==> src/rtl/comp_arbiter.sv <==
// Round-robin arbiter sharing one registered N-bit magnitude comparator among R requesters.
// Define COMP_ARB_SIGNED_EN to compare operands as two's-complement; unsigned by default.
module comp_arbiter #(
    parameter int N = 8,
    parameter int R = 4
) (
    input  logic           clk,
    input  logic           rst_n,
    input  logic [R-1:0]   req,
    input  logic [R*N-1:0] a_in,
    input  logic [R*N-1:0] b_in,
    output logic [R-1:0]   gnt,
    output logic           busy,
    output logic           done,
    output logic           agb,
    output logic           aeb,
    output logic           alb
);

    localparam int IW = (R > 1) ? $clog2(R) : 1;

    typedef enum logic [1:0] {S_IDLE, S_CMP, S_RESP} state_t;

    state_t         state_q;
    logic [IW-1:0]  ptr_q;
    logic [IW-1:0]  gidx_q;
    logic [N-1:0]   opa_q;
    logic [N-1:0]   opb_q;
    logic [R-1:0]   gnt_q;
    logic           busy_q;
    logic           done_q;
    logic           agb_q;
    logic           aeb_q;
    logic           alb_q;

    logic [N-1:0]   a_arr [R];
    logic [N-1:0]   b_arr [R];
    logic [IW-1:0]  cand  [R];
    logic           pick_found;
    logic [IW-1:0]  pick_idx;
    logic [R-1:0]   pick_onehot;
    logic           cmp_gt;
    logic           cmp_eq;

    // cand[gi] is the requester visited at position gi of the search starting after ptr.
    generate
        for (genvar gi = 0; gi < R; gi++) begin : g_slice
            assign a_arr[gi] = a_in[gi*N +: N];
            assign b_arr[gi] = b_in[gi*N +: N];
            assign cand[gi]  = IW'((32'(ptr_q) + 32'(gi) + 32'd1) % 32'(R));
        end
    endgenerate

    // Scanning from the far end leaves the nearest requesting candidate as the winner.
    always_comb begin
        pick_found = 1'b0;
        pick_idx   = '0;
        for (int k = R - 1; k >= 0; k--) begin
            if (req[cand[k]]) begin
                pick_found = 1'b1;
                pick_idx   = cand[k];
            end
        end
    end

    assign pick_onehot = {{(R-1){1'b0}}, 1'b1} << pick_idx;

`ifdef COMP_ARB_SIGNED_EN
    assign cmp_gt = $signed(opa_q) > $signed(opb_q);
`else
    assign cmp_gt = opa_q > opb_q;
`endif
    assign cmp_eq = (opa_q == opb_q);

    always_ff @(posedge clk or negedge rst_n) begin
        if (!rst_n) begin
            state_q <= S_IDLE;
            ptr_q   <= IW'(R - 1);
            gidx_q  <= '0;
            opa_q   <= '0;
            opb_q   <= '0;
            gnt_q   <= '0;
            busy_q  <= 1'b0;
            done_q  <= 1'b0;
            agb_q   <= 1'b0;
            aeb_q   <= 1'b0;
            alb_q   <= 1'b0;
        end else begin
            case (state_q)
                S_IDLE: begin
                    done_q <= 1'b0;
                    if (pick_found) begin
                        state_q <= S_CMP;
                        gnt_q   <= pick_onehot;
                        gidx_q  <= pick_idx;
                        opa_q   <= a_arr[pick_idx];
                        opb_q   <= b_arr[pick_idx];
                        busy_q  <= 1'b1;
                    end else begin
                        gnt_q  <= '0;
                        busy_q <= 1'b0;
                    end
                end
                S_CMP: begin
                    agb_q   <= cmp_gt;
                    aeb_q   <= cmp_eq;
                    alb_q   <= !cmp_gt && !cmp_eq;
                    done_q  <= 1'b1;
                    state_q <= S_RESP;
                end
                S_RESP: begin
                    done_q  <= 1'b0;
                    gnt_q   <= '0;
                    busy_q  <= 1'b0;
                    ptr_q   <= gidx_q;
                    state_q <= S_IDLE;
                end
                default: state_q <= S_IDLE;
            endcase
        end
    end

    assign gnt  = gnt_q;
    assign busy = busy_q;
    assign done = done_q;
    assign agb  = agb_q;
    assign aeb  = aeb_q;
    assign alb  = alb_q;

endmodule

==> config.mk <==
export PLATFORM = sky130hd
export DESIGN_NAME = comp_arbiter
export DESIGN_NICKNAME = d
export VERILOG_FILES = /design/src/rtl/comp_arbiter.sv
export SDC_FILE = /design/constraint.sdc
export NUM_CORES = 1
export LEC_CHECK = 0
export CAP_MARGIN = 20
export CORE_ASPECT_RATIO = 1.25
export CORE_MARGIN = 2
export CORE_UTILIZATION = 43
export DETAILED_ROUTE_END_ITERATION = 10
export PLACE_DENSITY = 0.8
export SLEW_MARGIN = 20
export SYNTH_ARGS = -nofsm -noshare
export SYNTH_HDL_FRONTEND = slang
export SYNTH_SLANG_ARGS = --single-unit
export TNS_END_PERCENT = 100
==> constraint.sdc <==
create_clock -name clk -period 2.1 [get_ports clk]
set_input_delay 0.42 -clock clk [delete_from_list [all_inputs] [get_ports clk]]
set_output_delay 0.42 -clock clk [all_outputs]
set_load 0.03 [all_outputs]
# --- Word level (Yosys, flattened, before mapping) ---
# Index checks and enable logic that the tools add are counted.
word_totals:
  wordCells: 66
  out_inout_bits: 9
  inputBits: 70
  register_bits: 31
classes:
  muxes: 29
  n_reduce_logical: 8
  n_eq_ne: 4
  n_shift: 1
  n_lt_le_gt_ge: 6
  n_bitwise: 1
  n_addsub: 6
op_table:
  columns: ["cell", "count"]
  rows:
  - ["binary-select mux 8 bit (select 2 bit)", 2]
  - ["two-way mux 8 bit", 4]
  - ["< comparator 2 x 3 -> 1 bit, second input constant", 4]
  - ["two-way mux 2 bit", 5]
  - ["two-way mux 1 bit", 9]
  - ["adder 2 x 1 -> 2 bit, second input constant", 4]
  - ["binary-select mux 1 bit (select 2 bit)", 4]
  - ["== test 8 bit", 1]
  - ["> comparator 8 bit", 1]
  - ["case mux 4 bit (2 select lines)", 1]
  - ["adder 2 bit, second input constant", 2]
  - ["two-way mux 4 bit", 1]
  - ["case mux 1 bit (2 select lines)", 2]
  - ["case mux 2 bit (2 select lines)", 1]
  - ["nonzero test 2 bit", 2]
  - ["left shift 1 x 2 -> 4 bit, first input constant", 1]
  - [">= comparator 3 bit, second input constant", 1]
  - ["inverter 2 -> 3 bit", 1]
  - ["== test 2 x 1 -> 1 bit, second input constant", 1]
  - ["== test 2 bit, second input constant", 1]
  - ["zero test 1 bit", 2]
  - ["zero test 2 bit", 1]
  - ["!= test 2 bit, second input constant", 1]
  - ["AND reduction 2 bit", 1]
  - ["2 further kinds", 2]

# --- Logic depth before layout (Yosys ltp) ---
logic_depth:
  ltp_word: 12
  mapped_depth: 8
  depth_no_buf: 7

# --- Worst setup path before layout ---
# OpenSTA, ideal clock, no wires.
synth_timing:
  path_kind: "register to register"
  start: "reg ptr_q[1]"
  end: "reg opb_q[5]"
  path_stages_with_launch: 9
  t_required_ns: 1.968
  setup_ns: 0.132
  arrival_ns: 1.635
  period_less_slack_ns: 1.767
  n_path_buf: 3
  slack_ns: 0.333
  path_cell_list: "dfstp_2 buf_6 mux2i_1 nor2_1 nor3_2 buf_6 buf_12 mux2i_1 o221ai_2"
synth_via:
  elab_chain_len: 12
  word_cells_on_any_way: 27
  cone_classes: "add/sub (6); mux (19); bitwise (1); reduce/logical (1)"
synth_rtl:
  columns: ["item", "line", "rtl"]
  rows:
  - ["start, declared", "25", "logic [IW-1:0] ptr_q;"]
  - ["start signal, assigned", "78", "ptr_q <= IW'(R - 1);"]
  - ["start signal, assigned", "115", "ptr_q <= gidx_q;"]
  - ["adder 2 bit", "50", "assign cand[gi] = IW'((32'(ptr_q) + 32'(gi) + 32'd1) % 32'(R));"]
  - ["adder 2 x 1 -> 2 bit", "50", null]
  - ["binary-select mux 1 bit (select 2 bit)", "59", "if (req[cand[k]]) begin"]
  - ["two-way mux 1 bit (implied by the code)", "59", null]
  - ["two-way mux 2 bit (4 in a row)", "59", null]
  - ["inverter 2 -> 3 bit (implied by the code)", "97", "opb_q <= b_arr[pick_idx];"]
  - ["binary-select mux 8 bit (select 2 bit)", "97", null]
  - ["two-way mux 8 bit (implied by the code) (2 in a row)", "97", null]
  - ["end signal, assigned", "97", null]
  - ["end, declared", "28", "logic [N-1:0] opb_q;"]
# Several ways; a longest one is shown, not always the timed one. The select of a mux whose other input is x is not followed.
# A chain may end at the register's enable or synchronous reset.

# --- Final worst setup path ---
layout_timing:
  start: "reg ptr_q[1]"
  end: "reg opa_q[2]"
layout_via:
  elab_chain_len: 12
  word_cells_on_any_way: 27
  cone_classes: "add/sub (6); mux (19); bitwise (1); reduce/logical (1)"
layout_rtl:
  columns: ["item", "line", "rtl"]
  rows:
  - ["adder 2 bit", "50", null]
  - ["adder 2 x 1 -> 2 bit", "50", null]
  - ["binary-select mux 1 bit (select 2 bit)", "59", null]
  - ["two-way mux 1 bit (implied by the code)", "59", null]
  - ["two-way mux 2 bit (4 in a row)", "59", null]
  - ["inverter 2 -> 3 bit (implied by the code)", "96", "opa_q <= a_arr[pick_idx];"]
  - ["binary-select mux 8 bit (select 2 bit)", "96", null]
  - ["two-way mux 8 bit (implied by the code) (2 in a row)", "96", null]
  - ["end signal, assigned", "96", null]
  - ["end, declared", "27", "logic [N-1:0] opa_q;"]
# Several ways; a longest one is shown, not always the timed one. The select of a mux whose other input is x is not followed.

==> flow_summary.yaml <==
outcome:
  status: "complete, no violations"
global_routing:
  grt_overflow_total: 0
  grt_pass1_wl_um: 7640
  grt_max_degree: 32
  grt_pass1_vias: 1678
  grt_usage_pct: 19.6
  met3_usage_pct: 4.58
  met1_usage_pct: 22.8
  antenna_found_initial: 0
  met2_usage_pct: 35.8
  grt.busiest_layer: "met2"
critical_path:
  path_max_fanout: 21
  cp_cell_sequence: "mux2i_1, nor2_1, nor3_4, buf_12, mux2i_1, o221ai_2"
  crit_top_cell: "mux2i_1"
  crit_type: "reg2reg"
  arrival_ns: 2.05
  crit_family: "flip-flops"
  end_kind: "register"
  path_buf_inv: 1
  cp_slowest_cell: "dfstp_2"
  required_ns: 2.27
  start_kind: "register"
  max_stage_delay_ns: 0.59
  reg2reg_slack_ns: 0.22
die:
  die_area_um2: 5010
  rows: 27
  core_um2: 4360
  die_h_um: 78.6
  initial_utilization_pct: 44.0
  pin_count: 79
  die_x_um: 63.7
drt:
  wl_um: 4400
  antenna_left: 0
  vias_per_cell: 5.09
  avgRoutedWirePerCell_um: 13.6
  drt_iter0_drc: 83
  first_pass_iters: 4
  via_count: 1645
  drc_errors: 0
placement:
  dp_hpwl_um: 3440
  post_dp_cell_area_um2: 2760
  io_buffer_count: 78
  gp_congestion: 0.766
timing:
  slew_viol_final: 0
  final_hold_viol_count: 0
  slew_headroom_pct: 73.3
  fin_skew_ns: 0.00508
  period_minus_slack_ns: 1.88
  hold_slack_ns: 0.484
  grt_setup_unrepaired: "no"
  clock.fmax_mhz: 531
  fin_crit_sh_pct: 89.6
  final-setup-viol-count: 0
  timing_worst_slew_pin_value_ns: 0.401
yosys:
  synthAdderAreaFrac_pct: 5.22
  synthSimpleGateAreaFrac_pct: 10.2
  avgSynthCellArea_um2: 10.5
  postSynthCellCount: 182
  synth-compound-area-share_pct: 17.8
  syn_area_um2: 1920
  synth-xor-area-share_pct: 0
  yosysSeqAreaShare_pct: 40.6
  synth_top_family_by_area: "multiplexers"
  synthMuxAreaShare_pct: 17.8
  yosysWarnings: 0
  synth.net_count: 260
  ys_types: 36
  synth_seq_cells: 31
final_layout:
  final_common_cell: "clkdlybuf4s50_1"
  fin_area_um2: 2840
  nets: 342
  final_cell_mix: "clkdlybuf4s50_1, mux2i_1, nand2_1"
  syn_to_final_growth_pct: 48.4
  num_antenna_cells: 0
  drive_gt1_share_pct: 11.3
clock_tree:
  insertion_delay_ns: 0.29
  cts.path.max_buffers: 2
  path_clk_slew_ns: 0.07
  cts_resized: 0
  clockRootBuffer: "clkbuf_8"
  cts_tree: "built"
  htreeDepth: 2
  cts_buffers: 5
  cts_hold_buf: 0
  post_cts_buffers: 0
  clock_sinks: 31
power_and_ir_drop:
  p_leak_nw: 1.25
  vdd_drop_max_v: 0.000571
  power_density_nw_per_um2: 1280
flow_run:
  cap_viol_max_count: 0
min_path:
  hold_class: "reg2reg"
path summary, 6_finish.rpt:
kind / startpoint / endpoint / cells past startpoint
worst min-delay path: busy / busy / 2
worst min register to register: busy / busy / 2
worst max-delay path: ptr_q[1] / opa_q[2] / 6
worst max register to register: ptr_q[1] / opa_q[2] / 6
max in group asynchronous: rst_n / ptr_q[0] / 2
min in group asynchronous: rst_n / gnt[1] / 2
synth_stat cells, drive strengths merged:
library cell | count | area share, %
a21o | 1 | 0.39
a21boi | 1 | 0.39
a31oi | 1 | 0.33
a21oi | 3 | 0.78
mux2 | 1 | 0.59
nand4 | 2 | 0.65
a32o | 1 | 0.52
dfrtp | 29 | 38
mux2i | 33 | 17
o21ai | 11 | 2.9
nor2b | 2 | 0.65
nor3b | 1 | 0.39
a32oi | 1 | 0.46
o211a | 1 | 0.52
o21bai | 1 | 0.39
o21a | 2 | 0.78
dfstp | 2 | 2.7
inv | 14 | 2.7
nor2 | 3 | 0.59
buf | 8 | 5.0
a211o | 1 | 0.46
o221ai | 16 | 9.9
nor3 | 2 | 0.78
ha | 8 | 5.2
clkbuf | 3 | 0.59
nand2 | 31 | 6.2
nand2b | 3 | 0.98
state kept, by name, indices dropped and copies added (netlist names):
signal   count
opa_q        8
opb_q        8
gnt          4
gidx_q       2
ptr_q        2
state_q      2
aeb          1
agb          1
alb          1
busy         1
done         1
layout make-up:
cell class	count	area (um^2)
clock buffers	5	68.8
clock inverters	3	20.0
fillers	367	1510
inverters	14	52.6
multi-input cells	126	986
flip-flops and latches	31	778
well taps	58	72.6
repair buffers	86	866
worst min-delay path, delay by kind of cell, from the launching register on:
family	cells	cell delay (ns)
flip-flops	1	0.34
AND/OR/NAND/NOR	2	0.11
metrics by stage:
| stage | power, mW | cells | setup WS [ns] | setup TNS (ns) | utilization [%] |
|---|---|---|---|---|---|
| final | 3.63 | 323 | 0.218 | 0 | 65.3 |
| after global routing | 3.96 | 323 | 0.0863 | 0 | 65.3 |
| after CTS | 3.68 | 323 | 0.219 | 0 | 65.3 |
| after detailed placement | 3.19 | 315 | -0.0631 | -0.645 | 63.2 |
| after global placement | 3.13 | 315 | -0.0344 | -0.0610 | 63.2 |
| after floorplan | 2.61 | 182 | 0.333 | 0 | - |
where the power goes:
group / switching (mW) / internal, mW / total (mW)
Combinational: 1.06 / 1.01 / 2.07
Clock: 0.242 / 0.230 / 0.473
Sequential: 0.187 / 0.903 / 1.09
Total: 1.49 / 2.14 / 3.63
kinds of logic (layout without fill, tap and decap cells):
| kind of cell | count (synthesis) | count (layout) |
|---|---|---|
| adder cells (fa/ha/maj) | 8 | 8 |
| flip-flops | 31 | 31 |
| buffers and inverters | 25 | 108 |
| multiplexers | 34 | 34 |
| AO/OA/AOI/OAI | 40 | 40 |
| AND/OR/NAND/NOR | 44 | 44 |
metal layers:
| layer | share of wire (%) | wire (um) |
|---|---|---|
| met1 | 39 | 1720 |
| met2 | 55 | 2410 |
| met3 | 4.7 | 206 |
| met4 | 1.5 | 67 |
| met5 | 0 | 0 |
No activity file was read; power rests on OpenSTA's default activity.
